--- src/rtl/debounce_pkg.sv ---
// rtl/debounce_pkg.sv - shared types and width helpers for the switch debouncer
package debounce_pkg;

    typedef enum logic [1:0] {ZERO, WAIT1, ONE, WAIT0} db_state_t;

    localparam int unsigned N_CH_DEF     = 4;
    localparam int unsigned TICK_M_DEF   = 100000;
    localparam int unsigned N_STABLE_DEF = 4;

    // Counter width for a range of n values; never narrower than one bit.
    function automatic int unsigned width_of(input int unsigned n);
        return (n < 2) ? 1 : $clog2(n);
    endfunction

endpackage

--- src/rtl/debounce_ctrl_if.sv ---
// rtl/debounce_ctrl_if.sv - raw switch inputs and debounced outputs of debounce_ctrl
interface debounce_ctrl_if
    import debounce_pkg::*;
#(
    parameter int unsigned N_CH = N_CH_DEF
);
    logic            en;
    logic [N_CH-1:0] sw;
    logic [N_CH-1:0] db_level;
    logic [N_CH-1:0] db_rise;
    logic [N_CH-1:0] db_fall;
    logic            sample_tick;

    modport master (output en, sw, input db_level, db_rise, db_fall, sample_tick);
    modport slave  (input en, sw, output db_level, db_rise, db_fall, sample_tick);
endinterface

--- src/rtl/debounce_channel.sv ---
// rtl/debounce_channel.sv - synchronizer, qualification FSM and edge pulses for one switch
module debounce_channel
    import debounce_pkg::*;
#(
    parameter int unsigned N_STABLE = N_STABLE_DEF
) (
    input  logic clk,
    input  logic reset,
    input  logic tick_i,
    input  logic sw_i,
    output logic level_o,
    output logic rise_o,
    output logic fall_o
);
    localparam int unsigned   CW       = width_of(N_STABLE + 1);
    localparam logic [CW-1:0] CNT_LAST = CW'(N_STABLE);

    logic [1:0]    sync_q;
    logic          sw_s;
    db_state_t     state_q, state_d;
    logic [CW-1:0] cnt_q, cnt_d, cnt_inc;
    logic          level_q, rise_q, fall_q;

    assign sw_s    = sync_q[1];
    assign cnt_inc = cnt_q + 1'b1;

    // A reversal is tested before the tick so it always wins over a coincident tick.
    always_comb begin
        state_d = state_q;
        cnt_d   = cnt_q;
        case (state_q)
            ZERO: if (sw_s) begin
                state_d = WAIT1;
                cnt_d   = '0;
            end
            WAIT1: if (!sw_s) begin
                state_d = ZERO;
                cnt_d   = '0;
            end else if (tick_i) begin
                cnt_d = cnt_inc;
                if (cnt_inc == CNT_LAST) begin
                    state_d = ONE;
                    cnt_d   = '0;
                end
            end
            ONE: if (!sw_s) begin
                state_d = WAIT0;
                cnt_d   = '0;
            end
            WAIT0: if (sw_s) begin
                state_d = ONE;
                cnt_d   = '0;
            end else if (tick_i) begin
                cnt_d = cnt_inc;
                if (cnt_inc == CNT_LAST) begin
                    state_d = ZERO;
                    cnt_d   = '0;
                end
            end
            default: begin
                state_d = ZERO;
                cnt_d   = '0;
            end
        endcase
    end

    always_ff @(posedge clk or posedge reset) begin
        if (reset) begin
            sync_q  <= '0;
            state_q <= ZERO;
            cnt_q   <= '0;
            level_q <= 1'b0;
            rise_q  <= 1'b0;
            fall_q  <= 1'b0;
        end else begin
            sync_q  <= {sync_q[0], sw_i};
            state_q <= state_d;
            cnt_q   <= cnt_d;
            level_q <= (state_d == ONE) || (state_d == WAIT0);
            rise_q  <= (state_q == WAIT1) && (state_d == ONE);
            fall_q  <= (state_q == WAIT0) && (state_d == ZERO);
        end
    end

    assign level_o = level_q;
    assign rise_o  = rise_q;
    assign fall_o  = fall_q;

endmodule

--- src/rtl/debounce_ctrl.sv ---
// rtl/debounce_ctrl.sv - multi-channel debouncer sharing one sample-tick prescaler
module debounce_ctrl
    import debounce_pkg::*;
#(
    parameter int unsigned N_CH     = N_CH_DEF,
    parameter int unsigned TICK_M   = TICK_M_DEF,
    parameter int unsigned N_STABLE = N_STABLE_DEF
) (
    input  logic            clk,
    input  logic            reset,
    debounce_ctrl_if.slave  bus
);
    localparam int unsigned   PW     = width_of(TICK_M);
    localparam logic [PW-1:0] P_LAST = PW'(TICK_M - 1);

    logic [PW-1:0]   presc_q, presc_d;
    logic            tick;
    logic [N_CH-1:0] level_w, rise_w, fall_w;

    assign tick = bus.en && (presc_q == P_LAST);

    always_comb begin
        presc_d = presc_q;
        if (bus.en) begin
            presc_d = tick ? '0 : presc_q + 1'b1;
        end
    end

    always_ff @(posedge clk or posedge reset) begin
        if (reset) begin
            presc_q <= '0;
        end else begin
            presc_q <= presc_d;
        end
    end

    for (genvar g = 0; g < N_CH; g++) begin : g_ch
        debounce_channel #(
            .N_STABLE (N_STABLE)
        ) u_ch (
            .clk     (clk),
            .reset   (reset),
            .tick_i  (tick),
            .sw_i    (bus.sw[g]),
            .level_o (level_w[g]),
            .rise_o  (rise_w[g]),
            .fall_o  (fall_w[g])
        );
    end

    assign bus.db_level    = level_w;
    assign bus.db_rise     = rise_w;
    assign bus.db_fall     = fall_w;
    assign bus.sample_tick = tick;

endmodule
--- src/flat_wrapper.sv ---
// flat-port wrapper written by rule: the top's interface ports become plain ports
module debounce_ctrl_flat import debounce_pkg::*;
#(
    parameter int unsigned N_CH     = N_CH_DEF,
    parameter int unsigned TICK_M   = TICK_M_DEF,
    parameter int unsigned N_STABLE = N_STABLE_DEF
)
  (clk, reset, bus_en, bus_sw, bus_db_level, bus_db_rise, bus_db_fall, bus_sample_tick);
  debounce_ctrl_if #(.N_CH(N_CH)) bus_i ();
  input  logic clk;
  input  logic reset;
  input wire logic [$bits(bus_i.en)-1:0] bus_en;
  input wire logic [$bits(bus_i.sw)-1:0] bus_sw;
  output wire logic [$bits(bus_i.db_level)-1:0] bus_db_level;
  output wire logic [$bits(bus_i.db_rise)-1:0] bus_db_rise;
  output wire logic [$bits(bus_i.db_fall)-1:0] bus_db_fall;
  output wire logic [$bits(bus_i.sample_tick)-1:0] bus_sample_tick;
  assign bus_i.en = bus_en;
  assign bus_i.sw = bus_sw;
  assign bus_db_level = bus_i.db_level;
  assign bus_db_rise = bus_i.db_rise;
  assign bus_db_fall = bus_i.db_fall;
  assign bus_sample_tick = bus_i.sample_tick;
  debounce_ctrl #(.N_CH(N_CH), .TICK_M(TICK_M), .N_STABLE(N_STABLE)) u_core (.clk(clk), .reset(reset), .bus(bus_i));
endmodule
--- config.mk ---
export PLATFORM = sky130hd
export DESIGN_NAME = debounce_ctrl_flat
export DESIGN_NICKNAME = d
export VERILOG_FILES = /design/src/rtl/debounce_pkg.sv /design/src/rtl/debounce_ctrl_if.sv /design/src/rtl/debounce_channel.sv /design/src/rtl/debounce_ctrl.sv /design/src/flat_wrapper.sv
export SDC_FILE = /design/constraint.sdc
export NUM_CORES = 1
export LEC_CHECK = 0
export ABC_AREA = 1
export BUFFER_PORTS_ARGS = -buffer_cell sky130_fd_sc_hd__buf_2
export CORE_MARGIN = 1
export CORE_UTILIZATION = 53
export CTS_BUF_LIST = sky130_fd_sc_hd__clkbuf_16
export DETAILED_ROUTE_END_ITERATION = 10
export PLACE_DENSITY = 0.71
export SETUP_SLACK_MARGIN = 0.05
export SKIP_LAST_GASP = 1
export SYNTH_ARGS = -nofsm -noshare
export SYNTH_HDL_FRONTEND = slang
export SYNTH_HIERARCHICAL = 1
export SYNTH_SLANG_ARGS = --single-unit
export TNS_END_PERCENT = 30
--- constraint.sdc ---
create_clock -name clk -period 5.95 [get_ports clk]
set_input_delay 0.595 -clock clk [delete_from_list [all_inputs] [get_ports clk]]
set_output_delay 0.595 -clock clk [all_outputs]
set_load 0.01 [all_outputs]
==> results of run 1 <==
-- worst paths after layout --
| kind | slack [ps] | cells after the start | to |
|---|---|---|---|
| min in group clk | 350 | 0 | u_core/g_ch[3].u_ch/sync_q[1]$_DFF_PP0_ |
| max in group asynchronous | 5060 | 2 | u_core/presc_q[1]$_DFFE_PP0P_ |
| worst max register to register | 4030 | 9 | u_core/g_ch[3].u_ch/level_o$_DFF_PP0_ |
| worst max-delay path | 3780 | 6 | bus_sample_tick |
| worst min register to register | 350 | 0 | u_core/g_ch[3].u_ch/sync_q[1]$_DFF_PP0_ |
| worst min-delay path | 310 | 2 | u_core/g_ch[3].u_ch/level_o$_DFF_PP0_ |
-- per-layer routing --
metal,track usage,vias up
li1,-,1117
met1,0.267,970
met2,0.302,23
met3,0.0393,2
met4,0.0629,0
met5,0,-
-- per-stage QoR --
step	total power, µW	utilization	instances
2_1_floorplan	521	-	344
3_3_place_gp	548	0.606	430
3_5_place_dp	549	0.606	430
4_1_cts	825	0.635	438
5_1_grt	858	0.635	438
6_report	813	0.635	438
-- state kept, by name, indices dropped and copies added, names as in the netlist --
signal / flops
u_core/g_ch.u_ch/state_q: 4
u_core/g_ch.u_ch/cnt_q: 12
u_core/presc_q: 17
u_core/g_ch.u_ch/fall_o: 4
u_core/g_ch.u_ch/sync_q: 8
u_core/g_ch.u_ch/rise_o: 4
u_core/g_ch.u_ch/level_o: 4
-- final cells by class --
type	instances	share of cell area
Clock inverter	3	0.00485
Inverter	61	0.0739
Multi-Input combinational cell	229	0.393
Timing Repair Buffer	20	0.0331
Tap cell	67	0.0271
Clock buffer	5	0.0404
Sequential cell	53	0.428
-- power groups by stage --
| stage | clock network [µW] | registers (µW) | logic, µW |
|---|---|---|---|
| 2_1_floorplan | 0 | 422 | 99.2 |
| 3_3_place_gp | 0 | 428 | 120 |
| 3_5_place_dp | 0 | 429 | 121 |
| 4_1_cts | 281 | 422 | 122 |
| 5_1_grt | 292 | 426 | 139 |
| 6_report | 270 | 423 | 121 |
-- kinds of logic after synthesis --
logic type	share of synthesized area
simple gates	0.333
buf+inv	0.0851
fa+ha+maj	0.0585
compound gates	0.0270
flops	0.477
xor+xnor	0.0189
-- critical path, cell delays in order (launching register included) --
cell	delay, ps
dfrtp_1	400
ha_1	220
nand2_2	100
nor3_1	180
nand3_1	150
inv_1	100
buf_2	150
-- cell usage in the layout (no fill, tap or decap) --
cell        instances
nand3b_2            1
inv_2               4
nand4_1            15
nand3_1            20
nand2_1            74
nand3b_1            2
buf_4               1
nand2_2            13
or2_1               4
dfrtp_1            53
nor3b_1             1
clkinvlp_4          1
buf_2              19
nand3_2             5
xor2_1              4
nor2_4              2
a21oi_1             6
nor2_2              5
nor2_1             48
o21ai_1             6
ha_1               13
nor3_1              6
inv_1              59
xnor2_1             2
clkbuf_16           5
o21bai_1            2
==> metrics.md, run 1 <==
| Metric | Value |
|---|---|
| Max Cap Violations | 0 |
| Async set or reset register ratio after synthesis | 1.00 |
| Final worst slack | 3780 ps |
| Post-cts repair resize count | 0 |
| Int Pwr | 580 µW |
| Met1 wire length | 2390 µm |
| Yosys top cell area share | 0.477 |
| Setup Viol. Count Final | 0 |
| Vias | 2112 |
| Worst Skew | 5.10 ps |
| Most used DFF post-synth | dfrtp_1 |
| I/O Pins | 20 |
| Critical Path Fanout Max | 4 |
| Initial Util | 0.569 |
| Worst EP arrival | 1570 ps |
| VDD IR max | 220 µV |
| Placed inst area | 0.00296 mm² |
| Synthesized area | 0.00278 mm² |
| Global-route wire length before repair | 8130 µm |
| Crit Path Class | reg2out |
| Sw frac | 0.286 |
| First DRT Iteration DRCs | 116 |
| Syn_nets | 364 |
| Period utilization | 0.365 |
| Maximum root-to-sink buffer count | 2 |
| Number of antenna diodes | 0 |
| Met3 WL | 172 µm |
| Mapped Cells | 344 |
| Clk pwr share | 0.332 |
| Num rows | 25 |
| Logic pwr share | 0.148 |
| Reg2Reg Launch Point | u_core/presc_q[0]$_DFFE_PP0P_ |
| Clk pin slew, worst setup/hold paths | 70 ps |
| Top cells by count, synth | 74 x nand2_1, 57 x inv_1, 53 x dfrtp_1 |
| Hold Vio Cnt, Final | 0 |
| Leak pwr | 0.00163 µW |
| IO buf count | 19 |
| Flop pwr share | 0.519 |
| TritonCTS clock tree | built |
| Post-DR vias/cell | 4.82 |
| Synth Register Bits | 53 |
| Worst path required time | 5360 ps |
| Remaining antenna violation count after routing | 0 |
| Area Overhead vs Synth | 11.5% |
| Pwr per Cell Area | 263 mW/mm² |
| TritonCTS Buffers | 5 |
| HPWL after DPL | 3600 µm |
| Crit end category | primary output |
| Root buf cell | clkbuf_16 |
| DRC | 0 |
| DR WL/cell | 11.0 µm |
| Slew HR | 0.552 |
| Multi-input gate area | 0.00122 mm² |
| Fmax | 0.461 GHz |
| Largest area contributor in the netlist | dfrtp_1 |
| Final WL | 4810 µm |
| Syn avg cell area | 8.08 µm² |
| Die ar. | 0.00554 mm² |
| Yosys cell types | 23 |
| Sequential Area | 0.00133 mm² |
| # clock sinks | 53 |
| Slew Viols, Final | 0 |
| Count leader, synth | nand2_1 |
| RSZ-0062 raised after global routing | no |
| Pin count of the biggest net entering global routing | 30 |
| CTS Hold Bufs | 0 |
| Die Y | 74.4 µm |
| Place WS | 3870 ps |
| Top Metal Used | met4 |
| Sw Pwr | 233 µW |
| YS warnings | 6 |
| Initial antenna violation count | 0 |
| Slew @ Worst Pin | 671 ps |
| Worst-Skew Late Latency | 280 ps |
| Min-Delay Path Class | in2async |
| CP startpoint | u_core/presc_q[0]$_DFFE_PP0P_ |
| Vias in the first global route | 1877 |
| Final hold slack | 312 ps |
| H-tree levels | 2 |
| Filler cells | 431 |
| EDFF count, synth | 0 |
| Final Wtd Congestion | 0.872 |
| WL met2 | 2220 µm |
| GRT Resource Usage Total | 0.192 |
| Post-synthesis sequential area ratio | 0.477 |
| Fin area | 0.00310 mm² |
| Crit path time final | 2170 ps |
| Die W | 74.4 µm |
| Total Nets Final | 390 |
| Synth area leaders | dfrtp_1 48%, nand2_1 10%, inv_1 7.7% |
| Setup repair bufs after CTS | 0 |
| Grt total ovfl | 0 |
| Final setup TNS | 0 ps |
| Drt first pass iters | 4 |
| CP Launch Type | flip-flop |
| Share of post-route cells with drive strength above 1 | 0.151 |
| Placeable core area | 0.00488 mm² |
| Status | complete, no violations |
(Power assumes the default switching activity.)
==> inputs of run 2 (changes only) <==
- ABC_AREA: 1 -> 0
- PLACE_DENSITY: 0.71 -> 0.72
- clock period: 5.95 -> 2 ns (I/O delays scaled with it)
==> metrics.md, run 2 <==
| Metric | Value |
|---|---|
| Placeable core area | 0.00441 mm² |
| I/O Pins | 20 |
| Met3 usage | 0.0390 |
| M1 GR Usage | 0.232 |
| Synth Area in Compound Gates | 0.0430 |
| Global-route wire length before repair | 7010 µm |
| Number of antenna diodes | 0 |
| Slew @ Worst Pin | 654 ps |
| Share of post-route cells with drive strength above 1 | 0.312 |
| Grt total ovfl | 0 |
| Commonest non-fill, non-tap cell in the layout | dfrtp_1 |
| Slowest CP cell | dfrtp_1 |
| Slew Viols, Final | 0 |
| Worst path required time | 1800 ps |
| Leak pwr | 0.00145 µW |
| Top delay family on crit path | simple AND/OR/NAND/NOR gates |
| Worst Skew | 4.02 ps |
| Largest area contributor in the netlist | dfrtp_1 |
| Count leader, synth | dfrtp_1 |
| Post-layout util | 0.677 |
| Final setup TNS | -21.5 ps |
| DR WL/cell | 14.5 µm |
| Pin count of the biggest net entering global routing | 29 |
| Status | finished, violations left |
| Remaining antenna violation count after routing | 0 |
| Hold path depth | 1 |
| Die Y | 70.3 µm |
| DRC | 0 |
| Post-synthesis sequential area ratio | 0.536 |
| M2 GR Usage | 0.307 |
| Post-synthesis mux area share | 0.0587 |
| Most used DFF post-synth | dfrtp_1 |
| TritonCTS clock tree | built |
| Initial Util | 0.560 |
| Top cells by count, synth | 53 x dfrtp_1, 19 x inv_1, 13 x ha_1 |
| Synth Area in Adders | 0.0658 |
| Post-DR vias/cell | 5.34 |
| Final worst slack | -21.5 ps |
| Yosys cell types | 32 |
| Final Wtd Congestion | 0.819 |
| Syn_nets | 223 |
| Fin area | 0.00299 mm² |
| Vias | 1597 |
| Min-Delay Path Class | in2reg |
| Worst path max stage delay | 390 ps |
| Grt peak-use layer | met2 |
| CP bufs+invs | 3 |
| Synthesized area | 0.00247 mm² |
| Die ar. | 0.00494 mm² |
| Maximum root-to-sink buffer count | 2 |
| Final Non-Filler Cells | 299 |
| Failing checks | setup timing |
| VDD IR max | 576 µV |
| Syn avg cell area | 12.2 µm² |
| Biggest regs | u_core/presc_q: 17 flops, u_core/g_ch.u_ch/cnt_q: 12 flops, u_core/g_ch.u_ch/sync_q: 8 flops |
| Yosys top cell area share | 0.536 |
| Max Cap Violations | 0 |
| H-tree levels | 2 |
| Total Nets Final | 266 |
| Pwr per Cell Area | 792 mW/mm² |
| Die W | 70.3 µm |
| Worst EP arrival | 1820 ps |
| Crit path cell chain | nor4b_2 -> nand4_1 -> nor4_4 -> buf_4 -> buf_12 -> buf_2 |
| Simple-Gate Fraction of Synth Area | 0.186 |
| Setup Viol. Count Final | 1 |
| Most frequent cells in the layout | 53 x dfrtp_1, 20 x inv_1, 19 x buf_2, 14 x buf_4, 12 x ha_1 |
| Slew HR | 0.563 |
| EDFF count, synth | 0 |
| Area Overhead vs Synth | 20.8% |
| TritonCTS Buffers | 5 |
| # clock sinks | 53 |
| HPWL after DPL | 2760 µm |
| Initial antenna violation count | 0 |
| Period utilization | 1.01 |
| Crit path time final | 2020 ps |
| Async set or reset register ratio after synthesis | 1.00 |
| R2R depth | 7 |
| Placed insts | 285 |
| First DRT Iteration DRCs | 56 |
| Pwr Total | 2370 µW |
| Clk pin slew, worst setup/hold paths | 60 ps |
| YS warnings | 6 |
| GRT Resource Usage Total | 0.181 |
| Synth area leaders | dfrtp_1 54%, ha_1 6.6%, xnor2_1 3.2% |
| Levels on crit path | 6 |
| Crit end category | primary output |
| Worst-Skew Late Latency | 280 ps |
| Hold Vio Cnt, Final | 0 |
| Filler cells | 307 |
| RSZ-0062 raised after global routing | yes |
| Synth Area in XOR/XNOR | 0.0795 |
| Largest family of logic cells by synthesized area | simple AND/OR/NAND/NOR gates |
| Synth Register Bits | 53 |
| IO buf count | 19 |
| Drt first pass iters | 4 |
| Critical Path Fanout Max | 7 |
| Num rows | 24 |
| Crit Path Class | reg2out |
| Placed inst area | 0.00273 mm² |
| Vias in the first global route | 1623 |
| Largest Register | u_core/presc_q |
| Fmax | 0.495 GHz |
| Mapped Cells | 203 |
| Root buf cell | clkbuf_16 |
| Final WL | 4350 µm |
| Largest register FFs | 17 |
| CP Launch Type | flip-flop |
-- run 2: cell type report --
cell class	count	area (µm²)	area share
Clock buffer	5	125	0.0419
Clock inverter	3	37.5	0.0126
Inverter	19	71.3	0.0239
Multi-Input combinational cell	130	1080	0.362
Sequential cell	53	1330	0.444
Tap cell	52	65.1	0.0218
Timing Repair Buffer	37	280	0.0938
-- run 2: final timing paths --
| kind | startpoint | to | slack (ps) |
|---|---|---|---|
| max in group asynchronous | reset | u_core/presc_q[15]$_DFFE_PP0P_ | 980 |
| hold / removal | bus_sw[3] | u_core/g_ch[3].u_ch/sync_q[0]$_DFF_PP0_ | 20 |
| min in group asynchronous | reset | u_core/g_ch[3].u_ch/sync_q[0]$_DFF_PP0_ | 470 |
| setup reg to reg | u_core/presc_q[6]$_DFFE_PP0P_ | u_core/g_ch[2].u_ch/level_o$_DFF_PP0_ | 10 |
| setup / recovery | u_core/presc_q[6]$_DFFE_PP0P_ | bus_sample_tick | -20 |
| hold reg to reg | u_core/g_ch[2].u_ch/sync_q[0]$_DFF_PP0_ | u_core/g_ch[2].u_ch/sync_q[1]$_DFF_PP0_ | 350 |
-- run 2: through the flow --
step                setup slack [ps]  hold slack [ps]
finish                         -21.5             20.0
global route                   -90.3             11.2
CTS                            -17.1             15.7
detailed placement              47.2              224
global placement                90.4              225
floorplan                       -373             27.9
-- run 2: cells by family after synthesis --
family                     count (synthesis)
DFF                                       53
and+or+nand+nor                           72
muxes                                     12
adders and majority gates                 13
xor gates and xnor gates                  19
buffers and inverters                     20
AOI/OAI and AO/OA                         14
-- run 2: what timing repair did --
action | in CTS | in global routing
setup endpoints to repair | 6 | 29
gates cloned | 0 | 2
hold buffers | 1 | 0
resized for setup | 0 | 3
pin swaps | 0 | 1
buffers inserted | 0 | 3
endpoints found under the hold margin | 36 | 0
-- run 2: routing by layer --
layer  vias up  wire length [µm]
met5         -                 0
met3         6               118
li1        782                 -
met4         0                72
met2        23              2130
met1       786              2030
-- run 2: report_power, final --
group          switching, µW  leakage [µW]  internal (µW)  total, µW
registers               66.0      0.000698           1140       1200
clock network            341     0.0000826            581        922
logic                    128      0.000668            111        239
total                    535       0.00145           1830       2370
==> inputs of run 3 (changes only) <==
- CELL_PAD_IN_SITES_DETAIL_PLACEMENT: not set -> 2
- CELL_PAD_IN_SITES_GLOBAL_PLACEMENT: not set -> 2
- CORE_UTILIZATION: 53 -> 40
- PLACE_DENSITY: 0.72 -> not set
- PLACE_DENSITY_LB_ADDON: not set -> 0.1
==> metrics.md, run 3 (synthesis results as in run 2) <==
| Metric | Value |
|---|---|
| Initial Util | 0.415 |
| Largest Register | u_core/presc_q |
| HPWL after DPL | 3900 µm |
| Pwr per Cell Area | 752 mW/mm² |
| Slew @ Worst Pin | 713 ps |
| Pin count of the biggest net entering global routing | 18 |
| TritonCTS clock tree | built |
| Worst path required time | 2180 ps |
| Placeable core area | 0.00596 mm² |
| R2r setup slk | -90 ps |
| CP Launch Type | flip-flop |
| Slew HR | 0.524 |
| Final Wtd Congestion | 0.817 |
| DRC | 0 |
| Final hold slack | 15.8 ps |
| Total Nets Final | 270 |
| Maximum root-to-sink buffer count | 2 |
| I/O Pins | 20 |
| Leak pwr | 0.00146 µW |
| Drt first pass iters | 4 |
| Grt total ovfl | 0 |
| RSZ-0062 raised after global routing | yes |
| Final worst slack | -94.1 ps |
| Commonest non-fill, non-tap cell in the layout | dfrtp_1 |
| Fin area | 0.00306 mm² |
| Area Overhead vs Synth | 23.8% |
| Biggest regs | u_core/presc_q: 17 flops, u_core/g_ch.u_ch/cnt_q: 12 flops, u_core/g_ch.u_ch/sync_q: 8 flops |
| Max Cap Violations | 0 |
| Worst-Skew Late Latency | 290 ps |
| Setup Viol. Count Final | 12 |
| Min-Delay Path Class | in2reg |
| Final Non-Filler Cells | 325 |
| VDD IR max | 625 µV |
| TritonCTS Buffers | 5 |
| Worst Skew | 3.76 ps |
| Die Y | 80.6 µm |
| Crit Path Class | reg2reg |
| Period utilization | 1.05 |
| GRT Resource Usage Total | 0.196 |
| Final WL | 5870 µm |
| Die W | 80.6 µm |
| Die ar. | 0.00650 mm² |
| Post-layout util | 0.514 |
| Share of post-route cells with drive strength above 1 | 0.328 |
| Placed insts | 310 |
| Crit end category | flip-flop |
| Vias | 1693 |
| Place WS | -34.6 ps |
| # clock sinks | 53 |
| Critical Path Fanout Max | 11 |
| Initial antenna violation count | 0 |
| Vias in the first global route | 1906 |
| Number of antenna diodes | 0 |
| IO buf count | 19 |
| Largest register FFs | 17 |
| Slew Viols, Final | 0 |
| Failing checks | setup timing |
| Worst EP arrival | 2270 ps |
| Clk pin slew, worst setup/hold paths | 70 ps |
| DR WL/cell | 18.1 µm |
| H-tree levels | 2 |
| Crit path time final | 2090 ps |
| Fmax | 0.478 GHz |
| Hold Vio Cnt, Final | 0 |
| First DRT Iteration DRCs | 42 |
| Global-route wire length before repair | 9430 µm |
| Status | finished, violations left |
| Filler cells | 588 |
| Remaining antenna violation count after routing | 0 |
| Root buf cell | clkbuf_16 |
| Num rows | 28 |
| Placed inst area | 0.00277 mm² |
| Most frequent cells in the layout | 53 x dfrtp_1, 19 x inv_1, 18 x buf_2, 16 x buf_4, 13 x ha_1 |
| Post-DR vias/cell | 5.21 |
[run 3: cell types whose count changed in the layout (fill, tap and decap cells not counted), sizes merged]
cell / delta
buf: +5
bufinv: -1
clkbuf: -1
clkinvlp: +1
inv: -1
[run 3: timing repair]
action / CTS / global route
gates cloned: 1 / 1
hold buffers: 1 / 0
gates resized for setup: 4 / 6
buffers inserted: 4 / 1
pin swaps: 2 / 1
endpoints found under the hold margin: 36 / 0
endpoints found under the setup margin: 19 / 29
[run 3: final timing paths]
check	start	end	cells past startpoint
max	u_core/presc_q[12]$_DFFE_PP0P_	u_core/g_ch[2].u_ch/cnt_q[0]$_DFFE_PP0P_	7
min	bus_sw[1]	u_core/g_ch[1].u_ch/sync_q[0]$_DFF_PP0_	1
max reg2reg	u_core/presc_q[12]$_DFFE_PP0P_	u_core/g_ch[2].u_ch/cnt_q[0]$_DFFE_PP0P_	7
min reg2reg	u_core/g_ch[3].u_ch/sync_q[0]$_DFF_PP0_	u_core/g_ch[3].u_ch/sync_q[1]$_DFF_PP0_	0
max in group asynchronous	reset	u_core/presc_q[15]$_DFFE_PP0P_	3
min in group asynchronous	reset	u_core/g_ch[1].u_ch/cnt_q[0]$_DFFE_PP0P_	3
[run 3: metal layers]
| metal | routed length (µm) | up-vias | GRT usage |
|---|---|---|---|
| li1 | - | 790 | - |
| met1 | 2580 | 880 | 0.240 |
| met2 | 3130 | 23 | 0.351 |
| met3 | 160 | 0 | 0.0477 |
| met4 | 0 | 0 | 0.0321 |
| met5 | 0 | - | 0 |
[run 3: critical path: stages (launching register included)]
cell and delay [ps]:
dfrtp_1 390, or4_4 550, nor4_4 240, buf_6 170
buf_12 140, or2b_1 110, mux2i_1 100, mux2_4 280
[run 3: area by class of cell]
| class | count | area [µm²] | area share |
|---|---|---|---|
| clock buffers | 5 | 125 | 0.0409 |
| flip-flops and latches | 53 | 1330 | 0.433 |
| well taps | 75 | 93.8 | 0.0307 |
| inverters | 19 | 71.3 | 0.0233 |
| clock inverters | 2 | 11.3 | 0.00368 |
| multi-input cells | 130 | 1100 | 0.359 |
| repair buffers | 41 | 335 | 0.110 |
[run 3: where the power goes]
| group | leakage [µW] | internal (µW) | total, µW | switching (µW) |
|---|---|---|---|---|
| clock | 0.0000633 | 453 | 824 | 371 |
| sequential | 0.000698 | 1140 | 1200 | 66.2 |
| combinational | 0.000699 | 125 | 275 | 150 |
| total | 0.00146 | 1720 | 2300 | 587 |
[run 3: stage by stage]
| step | TNS [ps] | power, µW |
|---|---|---|
| floorplan | -7810 | 1370 |
| finish | -487 | 2300 |
| detailed placement | -34.6 | 1490 |
| CTS | -407 | 2330 |
| global placement | 0 | 1460 |
| global route | -2040 | 2400 |
